==> config.mk <==
export PLATFORM = sky130hd
export DESIGN_NAME = tsbus_driver_ctrl
export DESIGN_NICKNAME = d
export VERILOG_FILES = /design/src/rtl/tsbus_pkg.sv /design/src/rtl/tsbus_rr_pick.sv /design/src/rtl/tsbus_driver_ctrl.sv
export SDC_FILE = /design/constraint.sdc
export NUM_CORES = 1
export LEC_CHECK = 0
export CORE_MARGIN = 4
export CORE_UTILIZATION = 46
export DETAILED_ROUTE_END_ITERATION = 10
export MAX_ROUTING_LAYER = met4
export PLACE_DENSITY = 0.84
export SLEW_MARGIN = 20
export SYNTH_ARGS = -nofsm -noshare
export SYNTH_HDL_FRONTEND = slang
export SYNTH_SLANG_ARGS = --single-unit
==> constraint.sdc <==
create_clock -name clk -period 4.4 [get_ports clk]
set_input_delay 0.44 -clock clk [delete_from_list [all_inputs] [get_ports clk]]
set_output_delay 0.44 -clock clk [all_outputs]
set_load 0.02 [all_outputs]
==> src/rtl/tsbus_pkg.sv <==
`default_nettype none
// ============================================================================
// Module      : tsbus_pkg
// Description : Shared types, default parameters and width helpers for the
//               tri-state bus driver controller.
// Revision    : 1.0 - initial release
// ============================================================================
package tsbus_pkg;

    // Controller states
    typedef enum logic [1:0] {
        IDLE  = 2'd0,
        DRIVE = 2'd1,
        TURN  = 2'd2
    } tsbus_state_t;

    // Default configuration
    localparam int c_DEF_N      = 4;
    localparam int c_DEF_WIDTH  = 8;
    localparam int c_DEF_SETTLE = 2;
    localparam int c_DEF_TURN   = 1;

    // Bits needed to hold values 0..max_val, never less than one bit
    function automatic int f_width_min1(input int max_val);
        int w;
        w = $clog2(max_val + 1);
        return (w < 1) ? 1 : w;
    endfunction

    // Larger of two integers
    function automatic int f_max(input int a, input int b);
        return (a > b) ? a : b;
    endfunction

endpackage : tsbus_pkg
`default_nettype wire

==> src/rtl/tsbus_rr_pick.sv <==
`default_nettype none
// ============================================================================
// Module      : tsbus_rr_pick
// Description : Combinational round-robin picker. Returns the first set bit
//               of req searching upward from ptr, wrapping at N.
// Revision    : 1.0 - initial release
// ============================================================================
module tsbus_rr_pick
    import tsbus_pkg::*;
#(
    parameter int N     = c_DEF_N,
    parameter int IDX_W = f_width_min1(N - 1)
) (
    input  logic [N-1:0]     req,
    input  logic [IDX_W-1:0] ptr,
    output logic             valid,
    output logic [IDX_W-1:0] idx,
    output logic [N-1:0]     onehot
);

    // Scan offsets 0..N-1 from ptr; the first requesting candidate wins
    always_comb begin
        valid  = 1'b0;
        idx    = '0;
        onehot = '0;
        for (int i = 0; i < N; i++) begin
            for (int k = 0; k < N; k++) begin
                if (!valid && req[k] && (((int'(ptr) + i) % N) == k)) begin
                    valid     = 1'b1;
                    idx       = IDX_W'(k);
                    onehot[k] = 1'b1;
                end
            end
        end
    end

endmodule : tsbus_rr_pick
`default_nettype wire

==> src/rtl/tsbus_driver_ctrl.sv <==
`default_nettype none
// ============================================================================
// Module      : tsbus_driver_ctrl
// Description : Round-robin owner selection for a shared bus built from
//               enable-gated inverting tri-state drivers. Presents inverted
//               data so the bus carries true data, holds one owner for
//               SETTLE+1 cycles and forces TURN all-off cycles between owners.
// Revision    : 1.0 - initial release
// ============================================================================
module tsbus_driver_ctrl
    import tsbus_pkg::*;
#(
    parameter int N      = c_DEF_N,
    parameter int WIDTH  = c_DEF_WIDTH,
    parameter int SETTLE = c_DEF_SETTLE,
    parameter int TURN   = c_DEF_TURN
) (
    input  logic                 clk,
    input  logic                 rst,
    input  logic [N-1:0]         req,
    input  logic [N*WIDTH-1:0]   wdata,
    output logic [N-1:0]         en,
    output logic [WIDTH-1:0]     drv_a,
    output logic [N-1:0]         gnt,
    output logic                 bus_valid,
    output logic                 busy
);

    localparam int c_IDX_W = f_width_min1(N - 1);
    localparam int c_CNT_W = f_width_min1(f_max(SETTLE, TURN));

    localparam logic [c_CNT_W-1:0] c_CNT_SETTLE = c_CNT_W'(SETTLE);
    localparam logic [c_CNT_W-1:0] c_CNT_TURN   = c_CNT_W'(TURN - 1);
    localparam logic [c_IDX_W-1:0] c_IDX_LAST   = c_IDX_W'(N - 1);

    // The TURN parameter hides the imported state literal, so the
    // turnaround state is always referenced through the package.
    tsbus_state_t        r_state;
    tsbus_state_t        w_next_state;
    logic [c_CNT_W-1:0]  r_cnt;
    logic [c_CNT_W-1:0]  w_next_cnt;
    logic [c_IDX_W-1:0]  r_ptr;
    logic [c_IDX_W-1:0]  w_next_ptr;
    logic [c_IDX_W-1:0]  r_owner;
    logic [c_IDX_W-1:0]  w_next_owner;

    logic                w_pick_valid;
    logic [c_IDX_W-1:0]  w_pick_idx;
    logic [N-1:0]        w_pick_onehot;
    logic [WIDTH-1:0]    w_sel_data;

    logic [N-1:0]        w_en_d;
    logic [WIDTH-1:0]    w_drv_a_d;
    logic [N-1:0]        w_gnt_d;
    logic                w_bus_valid_d;
    logic                w_busy_d;

    tsbus_rr_pick #(
        .N      (N),
        .IDX_W  (c_IDX_W)
    ) u_rr_pick (
        .req    (req),
        .ptr    (r_ptr),
        .valid  (w_pick_valid),
        .idx    (w_pick_idx),
        .onehot (w_pick_onehot)
    );

    // State, phase counter, round-robin pointer and owner registers
    always_ff @(posedge clk) begin
        if (rst) begin
            r_state <= IDLE;
            r_cnt   <= '0;
            r_ptr   <= '0;
            r_owner <= '0;
        end else begin
            r_state <= w_next_state;
            r_cnt   <= w_next_cnt;
            r_ptr   <= w_next_ptr;
            r_owner <= w_next_owner;
        end
    end

    // Next-state logic: arbitrate in IDLE, count out DRIVE and TURN phases
    always_comb begin
        w_next_state = r_state;
        w_next_cnt   = r_cnt;
        w_next_ptr   = r_ptr;
        w_next_owner = r_owner;
        case (r_state)
            IDLE: begin
                if (w_pick_valid) begin
                    w_next_state = DRIVE;
                    w_next_cnt   = '0;
                    w_next_owner = w_pick_idx;
                end
            end
            DRIVE: begin
                if (r_cnt == c_CNT_SETTLE) begin
                    w_next_state = tsbus_pkg::TURN;
                    w_next_cnt   = '0;
                    w_next_ptr   = (r_owner == c_IDX_LAST) ? '0 : r_owner + 1'b1;
                end else begin
                    w_next_cnt   = r_cnt + 1'b1;
                end
            end
            tsbus_pkg::TURN: begin
                if (r_cnt == c_CNT_TURN) begin
                    w_next_state = IDLE;
                    w_next_cnt   = '0;
                end else begin
                    w_next_cnt   = r_cnt + 1'b1;
                end
            end
            default: begin
                w_next_state = IDLE;
                w_next_cnt   = '0;
            end
        endcase
    end

    // Output decode: next-cycle output values derived from the next state
    always_comb begin
        w_sel_data = '0;
        for (int k = 0; k < N; k++) begin
            if (w_pick_idx == c_IDX_W'(k)) begin
                w_sel_data = wdata[k*WIDTH +: WIDTH];
            end
        end

        w_en_d    = '0;
        w_drv_a_d = drv_a;
        if (r_state == IDLE && w_pick_valid) begin
            // Data is captured once on entry and frozen for the whole DRIVE
            w_en_d    = w_pick_onehot;
            w_drv_a_d = ~w_sel_data;
        end else if (w_next_state == DRIVE) begin
            w_en_d    = en;
        end

        w_bus_valid_d = (w_next_state == DRIVE) && (w_next_cnt == c_CNT_SETTLE);
        w_gnt_d       = w_bus_valid_d ? w_en_d : '0;
        w_busy_d      = (w_next_state != IDLE);
    end

    // Output registers
    always_ff @(posedge clk) begin
        if (rst) begin
            en        <= '0;
            drv_a     <= '0;
            gnt       <= '0;
            bus_valid <= 1'b0;
            busy      <= 1'b0;
        end else begin
            en        <= w_en_d;
            drv_a     <= w_drv_a_d;
            gnt       <= w_gnt_d;
            bus_valid <= w_bus_valid_d;
            busy      <= w_busy_d;
        end
    end

endmodule : tsbus_driver_ctrl
`default_nettype wire
==> impl_summary.txt, run 1 <==
----------------------------------------------------
[Cells and area]
  Number of nets in the final layout ... 256
  Area growth syn-to-layout ... 41.1%
  Number of diodes added for antenna fixing ... 0
  Most frequent standard cell in the layout excluding fill and tap cells ... sky130_fd_sc_hd__clkdlybuf4s50_1
  Commonest cells after routing, fill and taps aside ... 55 x sky130_fd_sc_hd__clkdlybuf4s50_1, 26 x sky130_fd_sc_hd__dfxtp_1, 16 x sky130_fd_sc_hd__a221oi_1
  Share of cells above drive strength 1 ... 5.69%

[Drt]
  Via count ... 1449
  Number of DRC violations after detailed-routing iteration 0 ... 129
  Total wire length ... 4090 microns
  Drt via density ... 5.99
  1st-pass router iterations ... 4
  Routed wire per std cell ... 16.9 microns
  Remaining design rule violation count ... 0
  Antenna violation net count after detailed routing ... 0

[Synth]
  Seq/Total Area, Yosys ... 36.6%
  Biggest area consumer among synthesized cells ... sky130_fd_sc_hd__dfxtp_1
  Largest cells by area after synthesis ... sky130_fd_sc_hd__dfxtp_1 37%, sky130_fd_sc_hd__a221oi_1 9.8%, sky130_fd_sc_hd__a221o_1 5.6%
  Count of state elements after synthesis ... 26
  Synthesized area divided by synthesized cell count ... 8.63 sq um
  Netlist area before placement ... 1420 sq um
  Count of cell types in the netlist ... 38
  Count of warnings emitted by yosys ... 0
  Post-synthesis cell count ... 165
  Top-area cell type share of the netlist area ... 36.6%
  Net count after synthesis ... 209

[Critical path]
  Arrival @ worst endpoint ... 2490 ps
  Most numerous cell on the critical path ... sky130_fd_sc_hd__a221oi_1
  Master of the slowest instance on the critical path ... sky130_fd_sc_hd__clkdlybuf4s50_1
  Type of the worst setup path ... primary input to register
  Required @ worst endpoint ... 4640 ps
  Worst Reg-to-Reg Cells ... 5
  CP startpoint kind ... primary input
  Critical Path, Cell by Cell ... clkdlybuf4s50_1 -> and2b_1 -> or2_2 -> a32oi_2 -> a221oi_1 -> a221oi_1
  Kind of cell with the highest combined delay on the critical path ... compound AO/OA/AOI/OAI gates
  Buffering stage count on the worst path with inverters included ... 1
  Setup slack of the worst register-to-register path ... 2460 ps
  Worst Path Max Fanout ... 9
  FF-to-FF End ... drv_a[6]
  Nature of the critical path endpoint ... register
  Delay of the slowest cell on the worst path ... 590 ps
  Crit Reg-Reg Startpoint ... r_ptr[0]

[Placed design]
  Pre-CTS worst setup slack ... 1810 ps
  Detailed placement HPWL ... 3160 microns
  GP Congestion ... 0.842
  Number of I/O port buffers ... 55

[Die]
  Full die area ... 4050 sq um
  Chip height ... 63.6 microns
  I/O pin count ... 56
  Horizontal extent of the die ... 63.6 microns
  Starting utilization of the core area ... 49.9%
  Core footprint ... 2850 sq um
  Row count ... 19

[Clocking]
  Number of buffers created by CTS ... 3
  Reg clk slew, reported paths ... 140 ps
  Clock tree from TritonCTS ... built
  Hold-fix buffers, CTS ... 0
  Number of sinks handled by clock tree synthesis ... 26
  Later-pin clock latency in the skew report ... 320 ps
  Root buf cell ... sky130_fd_sc_hd__clkbuf_4
  H-tree levels ... 1
  Buffers from clock root to sink, at most ... 2
  Post-CTS setup buffer count ... 0
  Post-cts resize count ... 0

[GRT]
  Maximum number of pins on one net before global-route repair ... 23
  Total global-route track usage ... 21.2%
  Total grt overflow ... 0
  Number of global-route vias before repair ... 1475
  Number of antenna violations at the first check in global routing ... 0
  Wire length of the first global-routing pass ... 6800 microns

[Power]
  Maximum ir drop on the vdd rail ... 0.000278 V
  Power density of the placed cells ... 300 nW/um^2
  Cell leakage power ... 0.773 nW

[STA]
  Clock period minus worst slack ... 2240 ps
  Setup clock skew after layout ... 3.93 ps
  Final critical-path setup slack ... 2160 ps
  RSZ-0062 raised after global routing ... false
  Setup violations, final ... 0
  Slew at the pin with the worst max-slew slack ... 749 ps
  FMAX ... 445 MHz
  Max-slew violation count ... 0
  Total negative slack for setup checks ... 0 ps
  Portion of the clock cycle consumed by the worst path in the final layout ... 51.0%
  Max_slew headroom ... 49.9%
  Number of endpoints with negative hold slack in the final report ... 0

[Job]
  Max_cap viols ... 0

[Run status]
  Result of the run ... completed

[Min path]
  Endpoint of the worst hold-timing path ... r_owner[1]
  Worst Min Path Start ... r_owner[1]
  Number of cells on the worst hold path ... 2
  Hold Path Class ... register to register

----------------------------------------------------
## kinds of logic (layout without fill, tap and decap cells)
logic type	after synthesis	in the layout	synth area share, %
buf+inv	27	73	7.91
flops	26	26	36.6
simple gates	48	48	17.8
fa+ha+maj	6	6	5.27
compound gates	58	58	32.4
## tightest hold or removal path: stages, from the launching register on
cell	delay [ps]
sky130_fd_sc_hd__dfxtp_1	340
sky130_fd_sc_hd__nand2_1	60
sky130_fd_sc_hd__a21oi_1	60
## stage by stage
step                      instance area, sq um  instances  power [mW]  hold WS [ps]  utilization, %
after detailed placement                  1960        238       0.443           472            68.6
after global routing                      2010        242       0.634           525            70.4
final                                     2010        242       0.603           484            70.4
after CTS                                 2010        242       0.609           491            70.4
after global placement                    1960        238       0.438           457            68.6
after floorplan                           1420        165       0.364           440               -
## where the power goes
| part | leakage, nW | switching, mW | internal (mW) | total, mW |
|---|---|---|---|---|
| registers | 0.213 | 0.0145 | 0.253 | 0.268 |
| clock network | 0.0279 | 0.0714 | 0.0922 | 0.164 |
| logic | 0.532 | 0.0834 | 0.0884 | 0.172 |
## flip-flops by register name (all words and copies together), names as in the netlist
| name | flops |
|---|---|
| r_ptr | 2 |
| r_owner | 2 |
| busy | 1 |
| bus_valid | 1 |
| r_state | 2 |
| drv_a | 8 |
| en | 4 |
| r_cnt | 2 |
| gnt | 4 |
## worst max path at each step
stage	start	to	slack [ps]	cells past startpoint
2_1_floorplan	req[0]	gnt[3]	2530	6
3_3_place_gp	req[3]	gnt[0]	1930	6
3_5_place_dp	req[0]	drv_a[0]	1810	6
4_1_cts	req[0]	drv_a[0]	2170	6
5_1_grt	req[0]	drv_a[0]	2010	6
6_report	req[0]	drv_a[6]	2160	6
## Yosys cell counts (all sizes together)
master  count
buf         5
a221oi     16
a22o        1
o22ai       2
inv        13
ha          6
and2        1
o21a        1
o21bai      8
o31a        1
a31oi       1
a32oi       2
and3        1
nor2       15
nor3        5
o211a       1
and2b       1
or2         1
a21oi      11
o21ai       2
or4         1
nand3b      2
nand2      11
nand3       1
clkbuf      9
o221a       1
dfxtp      26
nor2b       2
nand2b      5
a21o        1
nor4        1
a22oi       2
a221o       8
or3b        1
## routing by layer
layer	GRT usage, %	vias up	wire length, microns
met4	5.12	0	44
met3	4.62	6	258
met5	-	-	0
met1	24.8	689	1570
met2	36.9	54	2220
li1	-	700	-
## layout make-up
class | instances | area (sq um)
Timing Repair Buffer | 56 | 558
Fill cell | 235 | 843
Multi-Input combinational cell | 112 | 791
Tap cell | 31 | 38.8
Inverter | 13 | 48.8
Clock inverter | 1 | 30.0
Clock buffer | 3 | 22.5
Sequential cell | 26 | 520
Note: power is estimated with default switching activity, not from simulation.
==> run 2: changes to the inputs <==
Settings changed: CORE_UTILIZATION 46 to 43, PLACE_DENSITY 0.84 to 0.79.
Clock period 4.4 ns to 2.1 ns, I/O delays scaled along.
==> impl_summary.txt, run 2 (same netlist as run 1, synthesis figures left out) <==
----------------------------------------------------
[Die]
  Row count ... 20 (was 19)
  Starting utilization of the core area ... 45.9% (was 49.9%)
  Horizontal extent of the die ... 65.5 microns (was 63.6 microns)
  I/O pin count ... 56 (unchanged)
  Chip height ... 65.5 microns (was 63.6 microns)
  Full die area ... 4300 sq um (was 4050 sq um)
  Core footprint ... 3100 sq um (was 2850 sq um)

[STA]
  Max_slew headroom ... 74.0% (was 49.9%)
  Number of endpoints with negative hold slack in the final report ... 0 (unchanged)
  Clock period minus worst slack ... 1900 ps
  Slew at the pin with the worst max-slew slack ... 389 ps (was 749 ps)
  RSZ-0062 raised after global routing ... false (unchanged)
  Final critical-path setup slack ... 200 ps (was 2160 ps)
  Setup clock skew after layout ... 3.88 ps (was 3.93 ps)
  Portion of the clock cycle consumed by the worst path in the final layout ... 90.5%
  Max-slew violation count ... 0 (unchanged)
  FMAX ... 526 MHz
  Setup violations, final ... 0 (unchanged)

[Drt]
  Total wire length ... 4340 microns (was 4090 microns)
  Drt via density ... 5.53 (was 5.99)
  Routed wire per std cell ... 15.8 microns (was 16.9 microns)
  Number of DRC violations after detailed-routing iteration 0 ... 94 (was 129)
  Antenna violation net count after detailed routing ... 0 (unchanged)
  Remaining design rule violation count ... 0 (unchanged)
  Via count ... 1515 (was 1449)
  1st-pass router iterations ... 4 (unchanged)

[Critical path]
  Kind of cell with the highest combined delay on the critical path ... simple AND/OR/NAND/NOR gates (was compound AO/OA/AOI/OAI gates)
  Worst Path Max Fanout ... 7 (was 9)
  Nature of the critical path endpoint ... register (unchanged)
  CP startpoint kind ... primary input (unchanged)
  Type of the worst setup path ... primary input to register (unchanged)
  Delay of the slowest cell on the worst path ... 570 ps (was 590 ps)
  Master of the slowest instance on the critical path ... sky130_fd_sc_hd__clkdlybuf4s50_1 (unchanged)
  Arrival @ worst endpoint ... 2180 ps (was 2490 ps)
  Required @ worst endpoint ... 2380 ps (was 4640 ps)
  Critical Path, Cell by Cell ... clkdlybuf4s50_1 -> nor4_4 -> nand3b_1 -> a22o_1 -> or4_4 -> a21oi_2 (was clkdlybuf4s50_1 -> and2b_1 -> or2_2 -> a32oi_2 -> a221oi_1 -> a221oi_1)
  Buffering stage count on the worst path with inverters included ... 1 (unchanged)

[GRT]
  Total global-route track usage ... 21.7% (was 21.2%)
  Maximum number of pins on one net before global-route repair ... 22 (was 23)
  Total grt overflow ... 0 (unchanged)
  Number of antenna violations at the first check in global routing ... 0 (unchanged)
  Number of global-route vias before repair ... 1512 (was 1475)
  Wire length of the first global-routing pass ... 7070 microns (was 6800 microns)

[Power]
  Power density of the placed cells ... 605 nW/um^2 (was 300 nW/um^2)
  Internal power summed over all cells ... 0.949 mW (was 0.434 mW)
  Portion of total power attributed to combinational logic ... 30.9% (was 28.5%)
  Switching part of the total power ... 28.1% (about the same)
  Maximum ir drop on the vdd rail ... 0.000442 V (was 0.000278 V)
  Seq pwr share ... 42.6% (was 44.4%)
  Clock network fraction of total power ... 26.5% (was 27.1%)
  Cell leakage power ... 0.871 nW (was 0.773 nW)
  Switching Power ... 0.371 mW (was 0.169 mW)

[Clocking]
  Post-CTS setup buffer count ... 0 (unchanged)
  Post-cts resize count ... 0 (unchanged)
  H-tree levels ... 1 (unchanged)
  Reg clk slew, reported paths ... 140 ps (about the same)
  Buffers from clock root to sink, at most ... 2 (unchanged)
  Later-pin clock latency in the skew report ... 330 ps (was 320 ps)
  Number of buffers created by CTS ... 3 (unchanged)
  Hold-fix buffers, CTS ... 0 (unchanged)
  Root buf cell ... sky130_fd_sc_hd__clkbuf_4 (unchanged)
  Number of sinks handled by clock tree synthesis ... 26 (unchanged)
  Clock tree from TritonCTS ... built (unchanged)

[Cells and area]
  Share of cells above drive strength 1 ... 13.5% (was 5.69%)
  Cell Count, Final, Fillers Out ... 274 (was 242)
  Most flops, register ... drv_a (unchanged)
  Layout filler cell count ... 265 (was 235)
  Most frequent standard cell in the layout excluding fill and tap cells ... sky130_fd_sc_hd__clkdlybuf4s50_1 (unchanged)
  Top flop regs ... drv_a (8), en (4), gnt (4) (unchanged)
  Commonest cells after routing, fill and taps aside ... 55 x sky130_fd_sc_hd__clkdlybuf4s50_1, 26 x sky130_fd_sc_hd__dfxtp_1, 19 x sky130_fd_sc_hd__buf_4 (was 55 x sky130_fd_sc_hd__clkdlybuf4s50_1, 26 x sky130_fd_sc_hd__dfxtp_1, 16 x sky130_fd_sc_hd__a221oi_1)
  Number of diodes added for antenna fixing ... 0 (unchanged)
  Number of nets in the final layout ... 275 (was 256)
  Largest register FFs ... 8 (unchanged)
  Area growth syn-to-layout ... 53.2% (was 41.1%)

[Job]
  Max_cap viols ... 0 (unchanged)

[Placed design]
  Detailed placement HPWL ... 3420 microns (was 3160 microns)
  Pre-CTS worst setup slack ... -149 ps (was 1810 ps)
  GP Congestion ... 0.773 (was 0.842)
  Cell total after placement ... 270 (was 238)
  Number of I/O port buffers ... 55 (unchanged)

[Run status]
  Result of the run ... completed (unchanged)

[Min path]
  Hold Path Class ... primary input to register (was register to register)

----------------------------------------------------
-- run 2: final cells by class --
class	instances	area, sq um	share of cell area, %
multi-input cells	112	791	36.3
repair buffers	75	713	32.7
clock buffers	3	22.5	1.03
clock inverters	1	30.0	1.38
flip-flops and latches	26	520	23.9
well taps	44	55.1	2.52
inverters	13	48.8	2.24
-- run 2: routing by layer --
metal | part of all wire [%] | vias up | routed length [microns] | GRT usage, %
li1 | - | 739 | - | -
met3 | 3.6 | 5 | 158 | 4.44
met1 | 43 | 728 | 1870 | 26.2
met2 | 52 | 43 | 2270 | 37.4
met4 | 0.92 | 0 | 40 | 4.66
met5 | 0 | - | 0 | -
-- run 2: final timing paths --
| check | slack (ps) | cells after the start | start | to |
|---|---|---|---|---|
| max | 200 | 6 | req[2] | gnt[3] |
| min | 430 | 2 | wdata[25] | drv_a[1] |
| max reg2reg | 230 | 6 | r_ptr[0] | drv_a[2] |
| min reg2reg | 490 | 2 | r_owner[1] | r_owner[1] |
-- run 2: worst reg2reg max path, stage by stage (launching register included) --
cell and delay [ps]:
sky130_fd_sc_hd__dfxtp_1 470, sky130_fd_sc_hd__and2b_1 250, sky130_fd_sc_hd__nor3_1 170, sky130_fd_sc_hd__o22ai_1 90
sky130_fd_sc_hd__buf_4 180, sky130_fd_sc_hd__a221o_1 350, sky130_fd_sc_hd__a221oi_1 280
-- run 2: power groups by stage --
stage	sequential, mW	combinational, mW	clock [mW]
final	0.562	0.408	0.350
after global routing	0.567	0.440	0.377
after CTS	0.562	0.409	0.355
after detailed placement	0.573	0.406	0
after global placement	0.571	0.397	0
after floorplan	0.595	0.168	0
-- run 2: stage by stage --
step / area [sq um] / hold slack (ps) / util, % / total power, mW / TNS, ps
detailed placement: 2130 / 468 / 68.6 / 0.979 / -1380
finish: 2180 / 433 / 70.3 / 1.32 / 0
global placement: 2130 / 466 / 68.6 / 0.968 / -457
floorplan: 1420 / 314 / - / 0.764 / 0
CTS: 2180 / 429 / 70.3 / 1.33 / 0
global route: 2180 / 422 / 70.3 / 1.38 / 0
==> run 3: changes to the inputs <==
Settings changed: CAP_MARGIN set to 20, CORE_ASPECT_RATIO set to 1.4.
==> impl_summary.txt, run 3 (same netlist as run 1, synthesis figures left out) <==
----------------------------------------------------
[Drt]
  1st-pass router iterations ... 4 (unchanged)
  Number of DRC violations after detailed-routing iteration 0 ... 55 (was 94)
  Drt via density ... 5.72 (was 5.53)
  Remaining design rule violation count ... 0 (unchanged)
  Routed wire per std cell ... 16.5 microns (was 15.8 microns)
  Total wire length ... 4330 microns (was 4340 microns)
  Antenna violation net count after detailed routing ... 0 (unchanged)
  Via count ... 1498 (was 1515)

[STA]
  Max-slew violation count ... 0 (unchanged)
  Setup clock skew after layout ... 1.37 ps (was 3.88 ps)
  FMAX ... 504 MHz (was 526 MHz)
  Final critical-path setup slack ... 114 ps (was 200 ps)
  Slew at the pin with the worst max-slew slack ... 500 ps (was 389 ps)
  Total negative slack for setup checks ... 0 ps (unchanged)
  Setup violations, final ... 0 (unchanged)
  Clock period minus worst slack ... 1990 ps (was 1900 ps)
  Number of endpoints with negative hold slack in the final report ... 0 (unchanged)
  Portion of the clock cycle consumed by the worst path in the final layout ... 94.6% (was 90.5%)
  RSZ-0062 raised after global routing ... false (unchanged)
  Max_slew headroom ... 66.7% (was 74.0%)

[Power]
  Power density of the placed cells ... 581 nW/um^2 (was 605 nW/um^2)
  Maximum ir drop on the vdd rail ... 0.000419 V (was 0.000442 V)
  Cell leakage power ... 0.840 nW (was 0.871 nW)

[Placed design]
  Placement Cell Area ... 2080 sq um (was 2130 sq um)
  Cell total after placement ... 259 (was 270)
  Detailed placement HPWL ... 3290 microns (was 3420 microns)
  Pre-CTS worst setup slack ... -251 ps (was -149 ps)
  Number of I/O port buffers ... 55 (unchanged)
  GP Congestion ... 0.875 (was 0.773)

[GRT]
  Number of antenna violations at the first check in global routing ... 0 (unchanged)
  Total global-route track usage ... 20.6% (was 21.7%)
  Wire length of the first global-routing pass ... 6980 microns (was 7070 microns)
  Maximum number of pins on one net before global-route repair ... 22 (unchanged)
  Total grt overflow ... 0 (unchanged)
  Number of global-route vias before repair ... 1558 (was 1512)

[Die]
  Starting utilization of the core area ... 45.2% (was 45.9%)
  Row count ... 24 (was 20)
  Chip height ... 76.1 microns (was 65.5 microns)
  Horizontal extent of the die ... 56.6 microns (was 65.5 microns)
  Core footprint ... 3150 sq um (was 3100 sq um)
  Full die area ... 4310 sq um (was 4300 sq um)
  I/O pin count ... 56 (unchanged)

[Critical path]
  Nature of the critical path endpoint ... register (unchanged)
  Delay of the slowest cell on the worst path ... 680 ps (was 570 ps)
  Critical Path, Cell by Cell ... clkdlybuf4s50_1 -> nor2b_1 -> nor3_1 -> o22ai_2 -> a221o_1 -> a221oi_1 (was clkdlybuf4s50_1 -> nor4_4 -> nand3b_1 -> a22o_1 -> or4_4 -> a21oi_2)
  Worst Path Max Fanout ... 9 (was 7)
  Setup slack of the worst register-to-register path ... 160 ps (was 230 ps)
  Master of the slowest instance on the critical path ... sky130_fd_sc_hd__clkdlybuf4s50_1 (unchanged)
  CP startpoint kind ... primary input (unchanged)
  Arrival @ worst endpoint ... 2160 ps (was 2180 ps)
  Required @ worst endpoint ... 2270 ps (was 2380 ps)
  Type of the worst setup path ... primary input to register (unchanged)

[Cells and area]
  Most frequent standard cell in the layout excluding fill and tap cells ... sky130_fd_sc_hd__clkdlybuf4s50_1 (unchanged)
  Number of diodes added for antenna fixing ... 0 (unchanged)
  Top flop regs ... drv_a (8), en (4), gnt (4) (unchanged)
  Largest register FFs ... 8 (unchanged)
  Cell Count, Final, Fillers Out ... 262 (was 274)
  Commonest cells after routing, fill and taps aside ... 55 x sky130_fd_sc_hd__clkdlybuf4s50_1, 26 x sky130_fd_sc_hd__dfxtp_1, 16 x sky130_fd_sc_hd__a221oi_1 (was 55 x sky130_fd_sc_hd__clkdlybuf4s50_1, 26 x sky130_fd_sc_hd__dfxtp_1, 19 x sky130_fd_sc_hd__buf_4)
  Share of cells above drive strength 1 ... 11.2% (was 13.5%)
  Number of nets in the final layout ... 269 (was 275)
  Post-route cell area ... 2120 sq um (was 2180 sq um)
  Area growth syn-to-layout ... 49.2% (was 53.2%)
  Most flops, register ... drv_a (unchanged)

[Clocking]
  Later-pin clock latency in the skew report ... 270 ps (was 330 ps)
  Number of buffers created by CTS ... 3 (unchanged)
  Buffers from clock root to sink, at most ... 2 (unchanged)
  Clock tree from TritonCTS ... built (unchanged)
  Number of sinks handled by clock tree synthesis ... 26 (unchanged)
  Root buf cell ... sky130_fd_sc_hd__clkbuf_8 (was sky130_fd_sc_hd__clkbuf_4)
  Reg clk slew, reported paths ... 80 ps (was 140 ps)
  H-tree levels ... 1 (unchanged)

[Run status]
  Result of the run ... completed (unchanged)

[Min path]
  Hold Path Class ... register to register (was primary input to register)

[Job]
  Max_cap viols ... 0 (unchanged)

----------------------------------------------------
[run 3: per-stage QoR]
step           utilization, %  power [mW]  hold slack, ps
6_report                 67.4        1.23             493
2_1_floorplan               -       0.764             314
3_3_place_gp             65.9       0.952             469
5_1_grt                  67.4        1.30             512
3_5_place_dp             65.9       0.966             481
4_1_cts                  67.2        1.24             493
[run 3: worst paths after layout]
| kind | start | end | cells after the start |
|---|---|---|---|
| worst max-delay path | req[1] | drv_a[2] | 6 |
| worst min-delay path | r_owner[1] | r_owner[1] | 2 |
| worst max register to register | r_ptr[0] | drv_a[2] | 5 |
| worst min register to register | r_owner[1] | r_owner[1] | 2 |
[run 3: layout make-up]
type | count | area [sq um]
inverters | 13 | 48.8
flip-flops and latches | 26 | 520
repair buffers | 69 | 668
well taps | 39 | 48.8
multi-input cells | 112 | 797
clock buffers | 3 | 41.3
fillers | 261 | 1030
[run 3: routing by layer]
layer	global-route usage [%]	share of wire (%)	up-vias
met5	-	0	-
met4	10.7	2.8	0
met3	3.22	4.6	10
met2	34.6	52	43
met1	22.9	41	719
li1	-	-	726
[run 3: report_power, final]
| group | internal, mW | switching, mW |
|---|---|---|
| logic | 0.214 | 0.180 |
| registers | 0.530 | 0.0327 |
| clock network | 0.129 | 0.149 |
| total | 0.872 | 0.362 |
[run 3: timing repair]
action / 4_1_cts / 5_1_grt
hold buffers: 0 / 0
setup endpoints to repair: 0 / 8
setup buffers: 0 / 0
gates resized for setup: 0 / 1
[run 3: critical path: cells and delay by family]
family	cells	cell delay (ps)
AO/OA/AOI/OAI	3	930
buffers and inverters	1	680
AND/OR/NAND/NOR	2	330
